**src/rtl/hazard_ctrl_if.sv**
```systemverilog
// Pipeline hazard-control bundle: ID/EX/MEM operand info in, stall/flush controls out.
interface hazard_ctrl_if #(
    parameter int AW = 5,
    parameter int CW = 16
);
    logic [AW-1:0] id_rs;
    logic [AW-1:0] id_rt;
    logic          id_use_rs;
    logic          id_use_rt;
    logic          id_branch;
    logic          br_taken;
    logic          ex_regwrite;
    logic          ex_memread;
    logic [AW-1:0] ex_rd;
    logic          mem_memread;
    logic [AW-1:0] mem_rd;
    logic          cnt_clr;
    logic          stall;
    logic          flush_idex;
    logic          flush_ifid;
    logic [CW-1:0] stall_cnt;

    modport master (
        output id_rs, id_rt, id_use_rs, id_use_rt, id_branch, br_taken,
               ex_regwrite, ex_memread, ex_rd, mem_memread, mem_rd, cnt_clr,
        input  stall, flush_idex, flush_ifid, stall_cnt
    );

    modport slave (
        input  id_rs, id_rt, id_use_rs, id_use_rt, id_branch, br_taken,
               ex_regwrite, ex_memread, ex_rd, mem_memread, mem_rd, cnt_clr,
        output stall, flush_idex, flush_ifid, stall_cnt
    );
endinterface

```
**src/rtl/hazard_ctrl.sv**
```systemverilog
// Load-use / branch-operand hazard detector with multi-cycle load wait FSM and
// a saturating stalled-cycle counter.
module hazard_ctrl #(
    parameter int AW      = 5,
    parameter int MEM_LAT = 1,
    parameter int CW      = 16
) (
    input  logic         clk,
    input  logic         rst_n,
    hazard_ctrl_if.slave hz
);
    typedef enum logic {IDLE, WAIT} state_t;

    localparam logic [2:0] LAT_FULL = 3'(MEM_LAT);
    localparam logic [2:0] LAT_LESS = 3'(MEM_LAT - 1);

    state_t        state_q, state_d;
    logic [2:0]    rem_q, rem_d;
    logic [CW-1:0] cnt_q;
    logic          ex_match, mem_match;
    logic          lu, ba, ble, blm, hazard;
    logic          stall;

    // Register 0 is hardwired, so it can never carry a real dependency.
    function automatic logic src_match(input logic use_s, input logic [AW-1:0] s,
                                       input logic [AW-1:0] d);
        return use_s && (s != '0) && (s == d);
    endfunction

    assign ex_match  = src_match(hz.id_use_rs, hz.id_rs, hz.ex_rd) ||
                       src_match(hz.id_use_rt, hz.id_rt, hz.ex_rd);
    assign mem_match = src_match(hz.id_use_rs, hz.id_rs, hz.mem_rd) ||
                       src_match(hz.id_use_rt, hz.id_rt, hz.mem_rd);

    assign lu     = hz.ex_memread && ex_match;
    assign ba     = hz.id_branch && hz.ex_regwrite && !hz.ex_memread && ex_match;
    assign ble    = hz.id_branch && lu;
    assign blm    = hz.id_branch && hz.mem_memread && mem_match;
    assign hazard = lu || ba || ble || blm;

    always_ff @(posedge clk or negedge rst_n) begin
        if (!rst_n) begin
            state_q <= IDLE;
            rem_q   <= '0;
        end else begin
            state_q <= state_d;
            rem_q   <= rem_d;
        end
    end

    // The current IDLE cycle already stalls once, so WAIT covers only the rest.
    always_comb begin
        state_d = state_q;
        rem_d   = rem_q;
        case (state_q)
            IDLE: begin
                if (ble) begin
                    state_d = WAIT;
                    rem_d   = LAT_FULL;
                end else if ((lu || blm) && (MEM_LAT > 1)) begin
                    state_d = WAIT;
                    rem_d   = LAT_LESS;
                end
            end
            WAIT: begin
                if (rem_q <= 3'd1) begin
                    state_d = IDLE;
                    rem_d   = '0;
                end else begin
                    rem_d = rem_q - 3'd1;
                end
            end
            default: begin
                state_d = IDLE;
                rem_d   = '0;
            end
        endcase
    end

    // Outputs are gated by rst_n so they read 0 for the whole reset pulse.
    always_comb begin
        stall         = 1'b0;
        hz.flush_ifid = 1'b0;
        if (rst_n) begin
            stall         = (state_q == WAIT) || hazard;
            hz.flush_ifid = hz.br_taken && !stall;
        end
    end

    assign hz.stall      = stall;
    assign hz.flush_idex = stall;

    always_ff @(posedge clk or negedge rst_n) begin
        if (!rst_n)
            cnt_q <= '0;
        else if (hz.cnt_clr)
            cnt_q <= '0;
        else if (stall && !(&cnt_q))
            cnt_q <= cnt_q + 1'b1;
    end

    assign hz.stall_cnt = cnt_q;
endmodule

```
**src/flat_wrapper.sv**
```systemverilog
// flat-port wrapper written by rule: the top's interface ports become plain ports
module hazard_ctrl_flat 
#(
    parameter int AW      = 5,
    parameter int MEM_LAT = 1,
    parameter int CW      = 16
)
  (clk, rst_n, hz_id_rs, hz_id_rt, hz_id_use_rs, hz_id_use_rt, hz_id_branch, hz_br_taken, hz_ex_regwrite, hz_ex_memread, hz_ex_rd, hz_mem_memread, hz_mem_rd, hz_cnt_clr, hz_stall, hz_flush_idex, hz_flush_ifid, hz_stall_cnt);
  hazard_ctrl_if #(.AW(AW), .CW(CW)) hz_i ();
  input  logic clk;
  input  logic rst_n;
  input wire logic [$bits(hz_i.id_rs)-1:0] hz_id_rs;
  input wire logic [$bits(hz_i.id_rt)-1:0] hz_id_rt;
  input wire logic [$bits(hz_i.id_use_rs)-1:0] hz_id_use_rs;
  input wire logic [$bits(hz_i.id_use_rt)-1:0] hz_id_use_rt;
  input wire logic [$bits(hz_i.id_branch)-1:0] hz_id_branch;
  input wire logic [$bits(hz_i.br_taken)-1:0] hz_br_taken;
  input wire logic [$bits(hz_i.ex_regwrite)-1:0] hz_ex_regwrite;
  input wire logic [$bits(hz_i.ex_memread)-1:0] hz_ex_memread;
  input wire logic [$bits(hz_i.ex_rd)-1:0] hz_ex_rd;
  input wire logic [$bits(hz_i.mem_memread)-1:0] hz_mem_memread;
  input wire logic [$bits(hz_i.mem_rd)-1:0] hz_mem_rd;
  input wire logic [$bits(hz_i.cnt_clr)-1:0] hz_cnt_clr;
  output wire logic [$bits(hz_i.stall)-1:0] hz_stall;
  output wire logic [$bits(hz_i.flush_idex)-1:0] hz_flush_idex;
  output wire logic [$bits(hz_i.flush_ifid)-1:0] hz_flush_ifid;
  output wire logic [$bits(hz_i.stall_cnt)-1:0] hz_stall_cnt;
  assign hz_i.id_rs = hz_id_rs;
  assign hz_i.id_rt = hz_id_rt;
  assign hz_i.id_use_rs = hz_id_use_rs;
  assign hz_i.id_use_rt = hz_id_use_rt;
  assign hz_i.id_branch = hz_id_branch;
  assign hz_i.br_taken = hz_br_taken;
  assign hz_i.ex_regwrite = hz_ex_regwrite;
  assign hz_i.ex_memread = hz_ex_memread;
  assign hz_i.ex_rd = hz_ex_rd;
  assign hz_i.mem_memread = hz_mem_memread;
  assign hz_i.mem_rd = hz_mem_rd;
  assign hz_i.cnt_clr = hz_cnt_clr;
  assign hz_stall = hz_i.stall;
  assign hz_flush_idex = hz_i.flush_idex;
  assign hz_flush_ifid = hz_i.flush_ifid;
  assign hz_stall_cnt = hz_i.stall_cnt;
  hazard_ctrl #(.AW(AW), .MEM_LAT(MEM_LAT), .CW(CW)) u_core (.clk(clk), .rst_n(rst_n), .hz(hz_i));
endmodule
```
**config.mk**
```make
export PLATFORM = sky130hd
export DESIGN_NAME = hazard_ctrl_flat
export DESIGN_NICKNAME = d
export VERILOG_FILES = /design/src/rtl/hazard_ctrl_if.sv /design/src/rtl/hazard_ctrl.sv /design/src/flat_wrapper.sv
export SDC_FILE = /design/constraint.sdc
export NUM_CORES = 1
export LEC_CHECK = 0
export CORE_MARGIN = 10
export CORE_UTILIZATION = 47
export CTS_CLUSTER_SIZE = 16
export DETAILED_ROUTE_END_ITERATION = 12
export GPL_TIMING_DRIVEN = 0
export PLACE_DENSITY = 0.8
export SLEW_MARGIN = 20
export SYNTH_ARGS = -nofsm -noshare
export SYNTH_HDL_FRONTEND = slang
export SYNTH_SLANG_ARGS = --single-unit
```
**constraint.sdc**
```tcl
create_clock -name clk -period 3.9 [get_ports clk]
set_clock_uncertainty 0.1 [all_clocks]
set_input_delay 0.78 -clock clk [delete_from_list [all_inputs] [get_ports clk]]
set_output_delay 0.78 -clock clk [all_outputs]
set_load 0.02 [all_outputs]
```
=== After elaboration in Yosys (flattened, before gate mapping) ===
Cells that the tools add are included.

* Order comparisons: 1
* Bitwise gates (word level): 1
* Reduce and logical (&&, ||, !) cells: 28
* Equal/unequal tests: 5
* Muxes and demuxes: 10
* Add/sub/neg operators: 2

{| class="wikitable"
|+ Operators with widths
! kind !! count
|-
| two-way mux 16 bit || 2
|-
| == test 5 bit || 4
|-
| adder 16 x 1 -> 16 bit (second input constant) || 1
|-
| AND reduction 16 bit || 1
|-
| logical AND 1 bit || 15
|-
| nonzero test 5 bit || 2
|-
| logical OR 1 bit || 6
|-
| two-way mux 3 bit || 2
|-
| one-hot mux 3 bit (2 select lines) || 1
|-
| two-way mux 1 bit || 4
|-
| <= comparator 3 x 1 -> 1 bit (second input constant) || 1
|-
| zero test 1 bit || 3
|-
| subtractor 3 x 1 -> 3 bit (second input constant) || 1
|-
| inequality test 2 x 1 -> 1 bit (second input constant) || 1
|-
| one-hot mux 1 bit (2 select lines) || 1
|-
| nonzero test 2 bit || 1
|-
| inverter 1 bit || 1
|}

* Output and inout port bits: 19
* Flip-flop bits (word level): 20
* Word-level logic and storage cells: 50
* Input bits: 30

=== Depth between registers and ports, before layout ===
Gate-level depths: netlist of the first run.

* Depth in word-level cells: 13
* Mapped depth: 9
* Gate-level depth less buffers: 7

=== Least setup slack after synthesis of the first run ===
No wires, ideal clock.

* Path kind: in2out
* Start: in hz_id_rs[1]
* End: out hz_stall
* Buffers on the path: 3
* Setup slack: 0.304 ns
* Stages: 9
* Data required time: 3.020 ns
* Arrival: 2.716 ns
* Cell sequence: or4_1 o21ai_2 or4_1 o21ai_2 a2111oi_4 buf_6 buf_12 nor2b_1 buf_4

* Longest elaborated chain between the ends: 10
* Elaborated cells on any way between the ends: 17
* Those cells by class: eq/ne (2); mux (1); reduce/logical (14)

{| class="wikitable"
|+ RTL lines
! item !! RTL line !! RTL
|-
| start, declared || flat_wrapper.sv:12 || <nowiki>input wire logic [$bits(hz_i.id_rs)-1:0] hz_id_rs;</nowiki>
|-
| nonzero test 5 bit || hazard_ctrl.sv:27 || <nowiki>return use_s && (s != '0) && (s == d);</nowiki>
|-
| logical AND 1 bit (2 in a row) || hazard_ctrl.sv:27 ||
|-
| logical OR 1 bit || hazard_ctrl.sv:30 || <nowiki>assign ex_match = src_match(hz.id_use_rs, hz.id_rs, hz.ex_rd) ||</nowiki>
|-
| logical AND 1 bit, on equally long branches || hazard_ctrl.sv:35, hazard_ctrl.sv:36 ||
|-
| logical OR 1 bit / logical AND 1 bit (equally long branches) || hazard_ctrl.sv:39, hazard_ctrl.sv:37 ||
|-
| logical OR 1 bit || hazard_ctrl.sv:39 || <nowiki>assign hazard = lu || ba || ble || blm;</nowiki>
|-
| logical OR 1 bit * || hazard_ctrl.sv:39 ||
|-
| logical OR 1 bit * || hazard_ctrl.sv:85 || <nowiki>stall = (state_q == WAIT) || hazard;</nowiki>
|-
| two-way mux 1 bit * || hazard_ctrl.sv:84 || <nowiki>if (rst_n) begin</nowiki>
|-
| end, declared || flat_wrapper.sv:24 || <nowiki>output wire logic [$bits(hz_i.stall)-1:0] hz_stall;</nowiki>
|}

Mark *: on every way between the ends. The rest lies on a longest branch, timed or not.

=== Worst setup path after layout of the first run ===
* Start: in hz_id_rs[2]
* End: out hz_stall

Same word-level chain as after synthesis.

==> run_results.csv, run 1 <==
group,metric,value,unit
synth,syn_avg_cell_area,9.74,sq um
synth,synth_top_family_by_area,"simple AND/OR/NAND/NOR gates",
clocking,insertion_delay,300,ps
clocking,cts_tree,"yes",
timing,slew_viol_final,0,
drt,routed_wl,4600,um
die,die_w,78.5,um
power,ir_drop,317,uV
grt,antenna_found_initial,0,
synth,synthMuxAreaShare,0.0514,
die,dieArea,0.00616,sq mm
synth,synth_simple_gate_area_frac,0.268,
die,boundaryPins,49,
timing,rsz0062_at_grt,"no",
worst_setup_path,crit_type,"in2out",
die,start_util,0.485,
power,p_comb_frac,0.469,
hold_path,hp-class,"in2async",
synth,ys.flop_type,"dfrtp_1",
placed_design,dpl_cell_area,0.00214,sq mm
timing,setup_viol,0,
layout,final_nets,258,
layout,stdcell_area,0.00221,sq mm
worst_setup_path,cp_data_arrival_time,2890,ps
grt,grtUsageTotal,0.151,
grt,grt_first_pass_wirelength,7860,um
synth,yosysWarningCount,0,
clocking,numCtsBuffers,3,
power,p_leak,0.833,nW
worst_setup_path,crit_chain,"dlygate4sd2_1, or4_4, o21ai_4, or4_4, o21ai_2, a2111oi_4, buf_6, nor2b_1, buf_4, buf_2",
job,drv_cap,0,
synth,synthAdderAreaFrac,0.0234,
synth,ys_types,44,
worst_setup_path,endpoint_kind,"output pin",
worst_setup_path,critPathLaunchType,"input port",
die,dieHeight,78.5,um
clocking,cts_sinks,20,
grt,first_global_vias,1648,
die,core-area,0.00331,sq mm
grt,grt.overflow.total,0,
layout,insertedDiodeCount,0,
power,pwr-share-seq,0.357,
worst_setup_path,crit_slowest_cell,"or4_4",
drt,drc,0,
synth,syn_inst,165,
timing,fin_tns_setup,0,ps
synth,async_reset_ff_frac,1.00,
layout,area.growth.synth_to_final,37.5,%
synth,synth-edff-count,0,
clocking,path_clk_slew,120,ps
worst_setup_path,crit_fanout,10,
worst_setup_path,cpMostUsedCell,"or4_4",
layout,drive_gt1_frac,0.281,
worst_setup_path,crit_path_max_incr_delay,530,ps
power,netSwitchingFraction,0.376,
worst_setup_path,r2r-start,"u_core.hz.stall_cnt[3]$_DFFE_PN0P_",
synth,synth_compound_area_frac,0.189,
drt,first_iter_violations,99,
power,total_power,0.705,mW
layout,fill_cells,276,
grt,grt_max_degree,26,
timing,fmax,265,MHz
drt,antenna_left,0,
worst_setup_path,required,3020,ps
timing,fin_crit,3770,ps
drt,dr.pass1.iters,4,
power,clkPwrFrac,0.174,
synth,synth-xor-area-share,0.109,
synth,yosysSeqAreaShare,0.312,
synth,syn_area,0.00161,sq mm
clocking,cts_max_level,1,
placed_design,port_buffers,48,
timing,tightestPinTransition,704,ps
drt,wl_per_cell,17.0,um
clocking,cts_root_buffer,"clkbuf_4",
die,num_rows,21,
clocking,clk_path_buf_depth,2,
power,p_sw,0.265,mW
drt,viasPerCell,5.60,
synth,synth-seq-cells,20,
timing,hold_viol_final,0,
power,power_density,319,mW/mm^2
synth,synth_nets,198,
power,p_int,0.440,mW
status,status,"finished, final reports clean",
timing,min_period_over_period,0.966,
drt,num_vias,1512,
worst_setup_path,crit_path_start,"hz_id_rs[2]",
timing,slew-limit-headroom,0.531,
placed_design,place_congestion,0.855,
placed_design,place_hpwl,3530,um
==> cell families (layout without fill, tap and decap cells) <==
group                      Yosys count  after routing
muxes                                6              6
buffers and inverters               11             70
AOI/OAI and AO/OA                   34             34
xor gates and xnor gates            20             20
adders and majority gates            3              3
DFF                                 20             20
and+or+nand+nor                     71             71
==> power groups by stage <==
stage / clock network, mW / logic [mW] / registers [mW]
3_5_place_dp: 0 / 0.301 / 0.254
6_report: 0.123 / 0.330 / 0.252
3_3_place_gp: 0 / 0.284 / 0.253
4_1_cts: 0.123 / 0.310 / 0.251
2_1_floorplan: 0 / 0.192 / 0.253
5_1_grt: 0.137 / 0.367 / 0.255
==> Yosys cell counts (all sizes together) (4+ instances only) <==
cell type | n | area share
o31ai | 6 | 0.044
dfrtp | 20 | 0.31
o21ai | 11 | 0.053
nand3 | 10 | 0.031
or4 | 9 | 0.046
mux2 | 6 | 0.051
xnor2 | 15 | 0.082
clkbuf | 4 | 0.0093
a21oi | 12 | 0.056
xor2 | 5 | 0.027
nor2b | 7 | 0.027
buf | 4 | 0.031
nand2 | 8 | 0.019
nor2 | 10 | 0.023
nor3 | 7 | 0.031
==> layer usage <==
layer / global-route usage / wire [um]
met5: 0 / 0
met3: 0.0535 / 317
met1: 0.172 / 1890
met2: 0.271 / 2370
met4: 0.0215 / 16
==> state kept, by name (all words and copies together) (netlist names) <==
signal and flops:
u_core.hz.stall_cnt 16, u_core.rem_q 3, u_core.state_q 1
==> cell type report <==
| type | count | area [sq um] | share of cell area |
|---|---|---|---|
| multi-input combinational | 134 | 1050 | 0.475 |
| timing repair buffer | 56 | 509 | 0.231 |
| sequential | 20 | 500 | 0.227 |
| tap | 46 | 57.6 | 0.0261 |
| buffer | 7 | 45.0 | 0.0204 |
| clock buffer | 4 | 36.3 | 0.0164 |
| inverter | 3 | 11.3 | 0.00510 |
==> worst max-delay path, delay by kind of cell <==
| kind | cells | cell delay, ps |
|---|---|---|
| AOI/OAI and AO/OA | 3 | 610 |
| buffers and inverters | 4 | 750 |
| and+or+nand+nor | 3 | 740 |
==> final timing paths <==
path                                                             to  slack (ps)  depth (start not counted)
worst max-delay path                                       hz_stall         130                         10
worst min-delay path            u_core.hz.stall_cnt[10]$_DFFE_PN0P_         340                          1
worst max register to register  u_core.hz.stall_cnt[11]$_DFFE_PN0P_        1240                          8
worst min register to register          u_core.rem_q[1]$_DFFE_PN0P_         400                          2
max in group asynchronous               u_core.rem_q[1]$_DFFE_PN0P_        3000                          1
min in group clk                        u_core.rem_q[1]$_DFFE_PN0P_         400                          2
==> placed cells by master (no fill, tap or decap), types with 7 or more instances in the layout <==
master           instances
dlygate4sd2_1            7
a21oi_2                  8
nand3_1                 10
clkdlybuf4s50_1         35
xnor2_1                 15
nor2b_1                  7
nor2_1                  10
dfrtp_1                 20
buf_4                    9
nand2_1                  8
==> per-stage QoR <==
step,util,worst slack (ps),std cells,hold slack (ps)
global route,0.667,37.4,270,337
finish,0.667,131,270,337
global placement,0.648,-857,259,370
detailed placement,0.648,-911,259,373
CTS,0.659,-8.22,265,396
floorplan,-,304,165,350
==> what timing repair did <==
action / in CTS / in global routing
setup buffers: 2 / 6
hold buffers: 0 / 0
setup endpoints to repair: 3 / 3
pin swaps: 1 / 2
resized for setup: 20 / 7
Note: power is estimated with default switching activity, not from simulation.
==> inputs of run 2 (changes only) <==
--- a/config.mk
+++ b/config.mk
@@ -5,6 +5,7 @@
 export SDC_FILE = /design/constraint.sdc
 export NUM_CORES = 1
 export LEC_CHECK = 0
+export CAP_MARGIN = 15
 export CORE_MARGIN = 10
 export CORE_UTILIZATION = 47
 export CTS_CLUSTER_SIZE = 16
==> results of run 2 <==
Same layout as run 1: the final DEF is identical, and so are final timing and power.
==> inputs of run 3 (changes only) <==
--- a/config.mk
+++ b/config.mk
@@ -5,13 +5,17 @@
 export SDC_FILE = /design/constraint.sdc
 export NUM_CORES = 1
 export LEC_CHECK = 0
+export ABC_CLOCK_PERIOD_IN_PS = 3900
 export CAP_MARGIN = 15
+export CELL_PAD_IN_SITES_DETAIL_PLACEMENT = 2
+export CELL_PAD_IN_SITES_GLOBAL_PLACEMENT = 2
+export CORE_ASPECT_RATIO = 1.25
 export CORE_MARGIN = 10
-export CORE_UTILIZATION = 47
+export CORE_UTILIZATION = 28
 export CTS_CLUSTER_SIZE = 16
 export DETAILED_ROUTE_END_ITERATION = 12
 export GPL_TIMING_DRIVEN = 0
-export PLACE_DENSITY = 0.8
+export PLACE_DENSITY_LB_ADDON = 0.1
 export SLEW_MARGIN = 20
 export SYNTH_ARGS = -nofsm -noshare
 export SYNTH_HDL_FRONTEND = slang
==> run 3 against run 2 <==
Effect of this change:
- first-iteration DRC count decreased by 66%
- power up 4.7%
- combinational power is 4% lower
- die area grew 49%
- core utilization shrank 26 points
- sequential cell count unchanged
- register-to-register slack got worse by 90 ps
- largest power group unchanged
==> run_results.csv, run 3 (same netlist as run 1, synthesis figures left out) <==
group,metric,value,unit
status,status,"finished, final reports clean",
grt,grtUsageTotal,0.122,
die,dieArea,0.00919,sq mm
clocking,cts_tree,"yes",
hold_path,hp-class,"in2async",
drt,viasPerCell,5.15,
die,dieHeight,105,um
power,total_power,0.738,mW
worst_setup_path,required,3020,ps
power,p_leak,0.820,nW
timing,slew_viol_final,0,
clocking,cts_max_level,1,
timing,fin_hold_ws,385,ps
layout,largest_reg_flops,16,
die,die_w,87.8,um
timing,rsz0062_at_grt,"no",
drt,first_iter_violations,34,
clocking,cts_root_buffer,"clkbuf_8",
drt,drc,0,
drt,dr.pass1.iters,4,
grt,grt_max_degree,26,
worst_setup_path,critPathLaunchType,"input port",
die,boundaryPins,49,
job,drv_cap,0,
layout,final_common_cell,"clkdlybuf4s50_1",
layout,final_cell_mix,"clkdlybuf4s50_1 (36), dfrtp_1 (20), xnor2_1 (15)",
timing,setup_viol,0,
timing,slew-limit-headroom,0.502,
grt,grt_first_pass_wirelength,8980,um
clocking,insertion_delay,270,ps
placed_design,place_congestion,0.769,
grt,first_global_vias,1785,
placed_design,place_hpwl,4360,um
timing,fmax,267,MHz
layout,area.growth.synth_to_final,38.9,%
timing,fin_crit,3750,ps
clocking,cts_sinks,20,
timing,tightestPinTransition,746,ps
layout,insertedDiodeCount,0,
die,start_util,0.291,
clocking,numCtsBuffers,3,
drt,num_vias,1472,
placed_design,post-place-ws,-982,ps
power,ir_drop,181,uV
grt,grt.overflow.total,0,
timing,min_period_over_period,0.962,
drt,wl_per_cell,18.9,um
timing,hold_viol_final,0,
placed_design,port_buffers,48,
layout,drive_gt1_frac,0.266,
worst_setup_path,crit_fanout,5,
layout,postLayoutCoreUtil,0.404,
clocking,clk_path_buf_depth,2,
grt,antenna_found_initial,0,
clocking,path_clk_slew,80,ps
die,num_rows,30,
power,power_density,331,mW/mm^2
worst_setup_path,endpoint_kind,"output pin",
worst_setup_path,cp_data_arrival_time,2870,ps
timing,setup_slack,148,ps
drt,routed_wl,5400,um
timing,fin_tns_setup,0,ps
worst_setup_path,crit_type,"in2out",
drt,antenna_left,0,
clocking,holdBufCountCts,0,
die,core-area,0.00552,sq mm
layout,final_nets,256,
run 3: what timing repair did:
action / in CTS / in global routing
resized for setup: 21 / 0
endpoints found under the setup margin: 3 / 3
buffers inserted: 3 / 3
endpoints found under the hold margin: 0 / 0
pin swaps: 4 / 1
run 3: area by class of cell:
| type | instances | area [sq um] |
|---|---|---|
| buffer | 7 | 45.0 |
| clock buffer | 4 | 55.1 |
| inverter | 3 | 11.3 |
| tap | 64 | 80.1 |
| multi-input combinational | 134 | 1040 |
| sequential | 20 | 500 |
| fill | 601 | 3290 |
| timing repair buffer | 54 | 502 |
run 3: metrics by stage:
stage | instance area, sq um | cells
2_1_floorplan | 1610 | 165
3_3_place_gp | 2170 | 277
3_5_place_dp | 2170 | 277
4_1_cts | 2210 | 283
5_1_grt | 2230 | 286
6_report | 2230 | 286
run 3: per-layer routing:
metal | wire length (um) | global-route usage | vias up
met5 | 0 | 0 | -
met4 | 87 | 0.0377 | 0
met3 | 382 | 0.0404 | 7
met2 | 2950 | 0.228 | 38
met1 | 1980 | 0.119 | 713
li1 | - | - | 714
run 3: worst paths after layout:
path,start,end,slack (ps),depth (start not counted)
worst min-delay path,rst_n,u_core.hz.stall_cnt[0]$_DFFE_PN0P_,390,1
min in group clk,u_core.rem_q[1]$_DFFE_PN0P_,u_core.rem_q[1]$_DFFE_PN0P_,450,2
worst max register to register,u_core.hz.stall_cnt[3]$_DFFE_PN0P_,u_core.hz.stall_cnt[11]$_DFFE_PN0P_,1150,8
max in group asynchronous,rst_n,u_core.hz.stall_cnt[12]$_DFFE_PN0P_,2940,1
worst max-delay path,hz_id_rs[4],hz_stall,150,10
worst min register to register,u_core.rem_q[1]$_DFFE_PN0P_,u_core.rem_q[1]$_DFFE_PN0P_,450,2
run 3: power breakdown:
part	internal [mW]	switching (mW)	total (mW)
Clock	0.0903	0.0794	0.170
Sequential	0.229	0.0224	0.251
Combinational	0.140	0.177	0.317
Total	0.460	0.279	0.738
run 3: worst max-delay path, stage by stage:
cell,delay [ps]
dlygate4sd2_1,270
or4_1,540
o21ai_2,170
or4_4,150
o21ai_2,70
a2111oi_4,390
buf_6,170
nor2b_1,60
buf_4,130
buf_2,150
